### src/rtl/in_service_controller.sv
// In-service register and INTA acknowledge sequencer for an 8259-style interrupt controller.
// Tracks ISR bits, drives the two-pulse INTA handshake, handles EOI/AEOI and priority rotation.
module in_service_controller (
  input  logic       clock,
  input  logic       reset,
  input  logic [7:0] interrupt,
  input  logic       inta_pulse,
  input  logic [4:0] vector_base,
  input  logic       auto_eoi,
  input  logic       auto_rotate,
  input  logic       eoi_strobe,
  input  logic       eoi_specific,
  input  logic       eoi_rotate,
  input  logic [2:0] eoi_level,
  input  logic       set_priority_strobe,
  input  logic [2:0] set_priority_level,
  output logic       int_out,
  output logic [7:0] in_service_register,
  output logic [2:0] priority_rotate,
  output logic [7:0] clear_irr,
  output logic [7:0] vector_out,
  output logic       vector_valid
);

  typedef enum logic [0:0] {IDLE, WAIT_ACK2} state_t;

  state_t     state_q, state_d;
  logic [2:0] level_q, level_d;
  logic       spurious_q, spurious_d;
  logic [7:0] isr_q, isr_d;
  logic [2:0] rot_q, rot_d;
  logic       int_out_q, int_out_d;
  logic [7:0] clear_irr_q, clear_irr_d;
  logic [7:0] vector_q, vector_d;
  logic       vector_valid_q, vector_valid_d;

  logic [7:0] isr_set, isr_clr;
  logic [2:0] req_level;
  logic       aeoi_rot_en, eoi_rot_en;
  logic [2:0] aeoi_rot_lvl, eoi_rot_lvl;
  logic       ns_found;
  logic [2:0] ns_level, scan_idx;

  always_comb begin
    state_d        = state_q;
    level_d        = level_q;
    spurious_d     = spurious_q;
    vector_d       = vector_q;
    vector_valid_d = 1'b0;
    clear_irr_d    = '0;
    rot_d          = rot_q;
    isr_set        = '0;
    isr_clr        = '0;
    req_level      = '0;
    aeoi_rot_en    = 1'b0;
    aeoi_rot_lvl   = '0;
    eoi_rot_en     = 1'b0;
    eoi_rot_lvl    = '0;
    ns_found       = 1'b0;
    ns_level       = '0;
    scan_idx       = '0;

    // Lowest set index wins if the resolver ever hands over more than one bit.
    for (int unsigned i = 0; i < 8; i++) begin
      if (interrupt[3'(7 - i)]) req_level = 3'(7 - i);
    end

    unique case (state_q)
      IDLE: begin
        if (inta_pulse) begin
          state_d = WAIT_ACK2;
          if (interrupt != '0) begin
            level_d            = req_level;
            spurious_d         = 1'b0;
            isr_set[req_level] = 1'b1;
            clear_irr_d        = isr_set;
          end else begin
            level_d    = 3'd7;
            spurious_d = 1'b1;
          end
        end
      end
      WAIT_ACK2: begin
        if (inta_pulse) begin
          state_d        = IDLE;
          vector_d       = {vector_base, level_q};
          vector_valid_d = 1'b1;
          if (auto_eoi && !spurious_q) begin
            isr_clr[level_q] = 1'b1;
            aeoi_rot_en      = auto_rotate;
            aeoi_rot_lvl     = level_q + 3'd1;
          end
        end
      end
      default: state_d = IDLE;
    endcase

    // Non-specific EOI: first set ISR bit starting at the current highest-priority level.
    for (int unsigned k = 0; k < 8; k++) begin
      scan_idx = rot_q + 3'(k);
      if (!ns_found && isr_q[scan_idx]) begin
        ns_found = 1'b1;
        ns_level = scan_idx;
      end
    end

    if (eoi_strobe) begin
      if (eoi_specific) begin
        isr_clr[eoi_level] = 1'b1;
        eoi_rot_en         = eoi_rotate;
        eoi_rot_lvl        = eoi_level + 3'd1;
      end else if (ns_found) begin
        isr_clr[ns_level] = 1'b1;
        eoi_rot_en        = eoi_rotate;
        eoi_rot_lvl       = ns_level + 3'd1;
      end
    end

    if (set_priority_strobe) begin
      rot_d = set_priority_level + 3'd1;
    end else if (eoi_rot_en) begin
      rot_d = eoi_rot_lvl;
    end else if (aeoi_rot_en) begin
      rot_d = aeoi_rot_lvl;
    end

    isr_d     = (isr_q & ~isr_clr) | isr_set;
    int_out_d = (state_d == IDLE) && (interrupt != '0);
  end

  always_ff @(posedge clock) begin
    if (reset) begin
      state_q        <= IDLE;
      level_q        <= '0;
      spurious_q     <= 1'b0;
      isr_q          <= '0;
      rot_q          <= '0;
      int_out_q      <= 1'b0;
      clear_irr_q    <= '0;
      vector_q       <= '0;
      vector_valid_q <= 1'b0;
    end else begin
      state_q        <= state_d;
      level_q        <= level_d;
      spurious_q     <= spurious_d;
      isr_q          <= isr_d;
      rot_q          <= rot_d;
      int_out_q      <= int_out_d;
      clear_irr_q    <= clear_irr_d;
      vector_q       <= vector_d;
      vector_valid_q <= vector_valid_d;
    end
  end

  assign int_out             = int_out_q;
  assign in_service_register = isr_q;
  assign priority_rotate     = rot_q;
  assign clear_irr           = clear_irr_q;
  assign vector_out          = vector_q;
  assign vector_valid        = vector_valid_q;

endmodule

### config.mk
export PLATFORM = sky130hd
export DESIGN_NAME = in_service_controller
export DESIGN_NICKNAME = d
export VERILOG_FILES = /design/src/rtl/in_service_controller.sv
export SDC_FILE = /design/constraint.sdc
export NUM_CORES = 1
export LEC_CHECK = 0
export ABC_AREA = 1
export BUFFER_PORTS_ARGS = -buffer_cell sky130_fd_sc_hd__buf_2
export CAP_MARGIN = 20
export CORE_ASPECT_RATIO = 0.5
export CORE_UTILIZATION = 35
export DETAILED_ROUTE_END_ITERATION = 6
export SETUP_SLACK_MARGIN = 0.3
export SYNTH_ARGS = -nofsm -noshare
export SYNTH_HDL_FRONTEND = slang
export SYNTH_SLANG_ARGS = --single-unit
### constraint.sdc
create_clock -name clock -period 3 [get_ports clock]
set_clock_uncertainty 0.2 [all_clocks]
set_input_delay 0.15 -clock clock [delete_from_list [all_inputs] [get_ports clock]]
set_output_delay 0.15 -clock clock [all_outputs]
set_load 0.02 [all_outputs]
[Word level (Yosys, flattened, before mapping)]
Cells that the tools add are included.
Cells by class
  add/subtract/negate cells: 11
  $lt $le $gt $ge: 16
  muxes and demuxes: 77
  bitwise operators: 7
  reduce and logical (&&, ||, !) cells: 26
Operators with widths (number)
  $mux 3: 26
  $mux 8: 9
  $lt 3x4->1 const B: 12
  $mux 1: 29
  $bmux 1 s3: 8
  $or 8x8->8: 3
  $add 3x1->3 const B: 5
  $logic_and 1x1->1: 13
  $add 3x3->3 const B: 4
  $demux 1 s3: 4
  $ge 3x1->1 const B: 4
  $and 8x8->8: 1
  $logic_not 1->1: 8
  $not 8->8: 1
  $reduce_bool 8->1: 1
  $add 3x2->3 const B: 2
  $reduce_and 2->1: 2
  $reduce_bool 3->1: 1
  $not 1->1: 2
  $pmux 1 s2: 1
  $reduce_or 2->1: 1
Storage, ports and cells
  register bits after elaboration: 34
  input port bits: 28
  output and inout bits: 29
  logic and storage cells: 146

[Longest topological paths before layout]
  depth in word-level cells: 35
  gate-level depth with buffers: 23
  mapped depth without buffers: 22

[Least setup slack after synthesis]
No wires, ideal clock.
  path type: register to register
  start: register rot_q[1], in the netlist priority_rotate[1]
  end: register rot_q[2], in the netlist priority_rotate[2]
  library setup time: 70 ps
  data arrival time: 2777 ps
  required time: 2730 ps
  path slack: -46 ps
  cell stages (with the launch flop): 22
  buffers on the path: 1
  clock period less this slack: 3046 ps
  path through: dfxtp_1 buf_6 clkinv_2 ha_1 inv_2 nand3_1 nand3_2 nand2_2 nor2_4 nand4_4 nor2_4 nand3_1 nand3_1 nand2_1 inv_1 ha_1 nand4_1 nand3_1 nand2_1 nand2_1 nand2_1 a21oi_1
Between the ends
  longest elaborated chain between the ends: 30
  elaborated cells between the ends (all ways): 63
  classes of those cells: 8 x add/sub; 40 x mux; 15 x reduce/logical
Ends and longest elaborated chain
  from (decl): line 31  | logic [2:0] rot_q, rot_d;
  from (signal assigned): line 147  | rot_q <= rot_d;
  branches (longest 30 deep; another with $add 3x1->3)
Several ways; the timed one is not identified. The select of a mux whose other input is x is not followed.
A chain may end at the register's enable or synchronous reset.

[Final worst setup path]
Same ends and word-level chain as after synthesis.

==> results.py <==
metrics = {
    "final_layout": {
        "antenna_cells": 0,
        "layout.nets": 504,
        "syn_to_final_growth_pct": 37.0,
        "utilization": 0.508,
        "layout_common_cells": "77 x nand2_1, 56 x buf_2, 54 x nor2_1",
        "multi_input_area_um2": 1700,
        "layout-drive-gt1-share": 0.313,
        "regArea_um2": 689,
        "fill_cells": 705,
        "final_common_cell": "nand2_1",
        "instances_no_fill": 561,
    },
    "critical_path": {
        "crit_chain": "clkinv_8 -> ha_4 -> nand3_2 -> nand3_2 -> nand2_2 -> nor2_4 -> nand4_4 -> nor2_4 -> nand4_1 -> nand4_4 -> ha_4 -> nand4_1 -> nand3_1 -> nand2_1 -> nand2_1 -> nand2_1 -> a21oi_1",
        "worstSetupPathType": "reg -> reg",
        "worst_ep_arrival_time_ns": 2.74,
        "end_kind": "flop",
        "max_stage_delay_ns": 0.40,
        "worstPathMaxFanout": 7,
        "crit_required_ns": 3.01,
        "worstSetupStartpointType": "flop",
        "worstRegToRegCells": 17,
        "cp_slowest_cell": "dfxtp_4",
        "crit_top_cell": "nand2_1",
    },
    "hold_path": {
        "holdPathStages": 4,
        "hp-class": "in -> reg",
    },
    "die": {
        "row_count": 21,
        "die_area_um2": 7600,
        "ios": 57,
        "coreArea_um2": 6830,
        "die_x_um": 122,
        "start_util": 0.371,
        "die_height_um": 62.2,
    },
    "clock_tree": {
        "cts_buffers": 5,
        "insertion_delay_ns": 0.28,
        "clockBufferDepth": 2,
        "cts_tree": "yes",
        "cts.sinks": 34,
        "cts.htree.levels": 2,
        "clk_pin_slew_ns": 0.06,
        "cts_root_buf": "clkbuf_16",
    },
    "routing": {
        "ant_nets": 0,
        "drt_first_pass_iters": 4,
        "first_iter_violations": 180,
        "avgViaCountPerCell": 4.83,
        "routed_wl_mm": 7.04,
        "drc": 0,
        "vias": 2708,
        "wl_per_cell_um": 12.6,
    },
    "placed_design": {
        "pre_cts_ws_ns": 0.151,
        "gp_congestion": 0.883,
        "dp.cells": 530,
        "dp_hpwl_mm": 5.22,
        "portBuffers": 56,
    },
    "pwr": {
        "p_int_w": 0.00127,
        "switching_share": 0.360,
        "p_clk_frac": 0.343,
        "p_per_area_nw_per_um2": 571,
        "seqPwrFrac": 0.254,
        "power.leakage_nw": 1.70,
        "power_switching_w": 0.000713,
        "peakVddDrop_uv": 223,
        "comb_power_share": 0.403,
    },
    "global_route": {
        "grt_start_max_net_pins": 22,
        "grt_antenna_before_repair": 0,
        "overflow": 0,
        "grt_usage": 0.194,
        "grt_pass1_wl_mm": 11.8,
        "grt_pass1_vias": 2503,
    },
    "synth": {
        "avgSynthCellArea_um2": 6.58,
        "yosys_warnings": 0,
        "synth-main-ff-cell": "dfxtp_1",
        "synth_cell_types": 43,
        "ys_async_sr_fraction": 0,
        "synth_area_um2": 2530,
        "synth.net_count": 421,
        "synthCells": 385,
        "ys_seq_area_frac": 0.269,
        "synth_edf_count": 0,
        "ys_ff_latch": 34,
    },
    "timing": {
        "worst_pin_slew_ns": 0.587,
        "fmax_ghz": 0.367,
        "hold_ws_ns": 0.00172,
        "setup_ws_ns": 0.275,
        "rsz0062_at_grt": "yes",
        "setup_viol": 0,
        "maxSlewViolCount": 0,
        "period_share": 0.908,
        "maxSlewHeadroom": 0.608,
        "finalHoldViolCount": 0,
        "min_period_ns": 2.72,
        "tns_ns": 0,
    },
    "job": {
        "max_cap_violations": 0,
    },
    "run_status": {
        "outcome": "complete, no violations",
    },
}
## synthesized netlist by cell type (2+ instances only)
cell      count  area share
nor2_2        3      0.0074
nand3_1      28       0.055
inv_1        53       0.079
o311ai_0      4       0.014
a221oi_1      2      0.0069
inv_2         9       0.013
nand3_2      11       0.043
buf_6         3       0.013
nor2_1       56       0.083
nor3_1        7       0.014
o32ai_1       2      0.0069
nand2_4       2      0.0089
nand2_2       5       0.012
a31oi_1       3      0.0074
o21bai_1      4       0.012
clkbuf_1      2      0.0030
a21oi_1      19       0.038
nand2_1      80        0.12
ha_1          8       0.040
o21ai_0      14       0.028
nor4_1        2      0.0049
o21ai_1       7       0.014
dfxtp_1      34        0.27
nand4_1       4      0.0099
xnor2_1       4       0.014
nor2_4        2      0.0089
## through the flow
stage                     area, um2  total power, W
final                          3470         0.00198
after global routing           3470         0.00211
after CTS                      3350         0.00191
after detailed placement       2980         0.00118
after global placement         2980         0.00118
after floorplan                2610         0.00103
## path summary, 6_finish.rpt
kind                                       startpoint            endpoint  slack (ns)
worst min register to register             spurious_q          spurious_q        0.27
worst min-delay path            set_priority_level[0]  priority_rotate[0]       0.002
worst max register to register     priority_rotate[1]  priority_rotate[2]        0.28
worst max-delay path               priority_rotate[1]  priority_rotate[2]        0.28
## layout make-up
class,instances,share of cell area
Clock buffer,5,0.0360
Clock inverter,3,0.0198
Inverter,64,0.0750
Multi-Input combinational cell,280,0.491
Sequential cell,34,0.199
Tap cell,92,0.0332
Timing Repair Buffer,83,0.146
## critical path, delay by kind of cell (launching register included)
| family | cells | cell delay (ns) |
|---|---|---|
| AND/OR/NAND/NOR | 13 | 1.42 |
| adder cells (fa/ha/maj) | 2 | 0.47 |
| flip-flops | 1 | 0.40 |
| AO/OA/AOI/OAI | 1 | 0.10 |
| buffers and inverters | 1 | 0.06 |
## power by group through the flow
stage                     Sequential [W]  Combinational, W  Clock [W]
after floorplan                 0.000526          0.000502          0
after global placement          0.000516          0.000662          0
after detailed placement        0.000517          0.000660          0
after CTS                       0.000504          0.000718   0.000687
after global routing            0.000508          0.000891   0.000713
final                           0.000504          0.000797   0.000679
## flip-flops by register name, indices dropped and copies added (netlist names)
name / flops
clear_irr: 8
in_service_register: 8
int_out: 1
level_q: 3
priority_rotate: 3
spurious_q: 1
state_q: 1
vector_out: 8
vector_valid: 1
## kinds of logic after synthesis
kind of cell	count (synthesis)	share of synthesized area
buffers and inverters	71	0.116
XOR/XNOR	7	0.0346
AND/OR/NAND/NOR	204	0.395
AO/OA/AOI/OAI	61	0.147
adder cells (fa/ha/maj)	8	0.0395
flip-flops	34	0.269
## routing by layer
layer  global-route usage  vias up  part of all wire
met4               0.0534        0             0.014
met2                0.306       60              0.45
met1                0.274     1224              0.50
met5                    0        -                 0
li1                     -     1413                 -
met3               0.0285       11             0.037
## timing repair
item	in CTS	in global routing
cloned	0	0
hold endpoints to repair	12	0
hold buffers	10	0
resized for setup	6	16
setup buffers	7	6
pin swaps	8	9
endpoints found under the setup margin	11	11
Power figures use the tool's default switching activity.
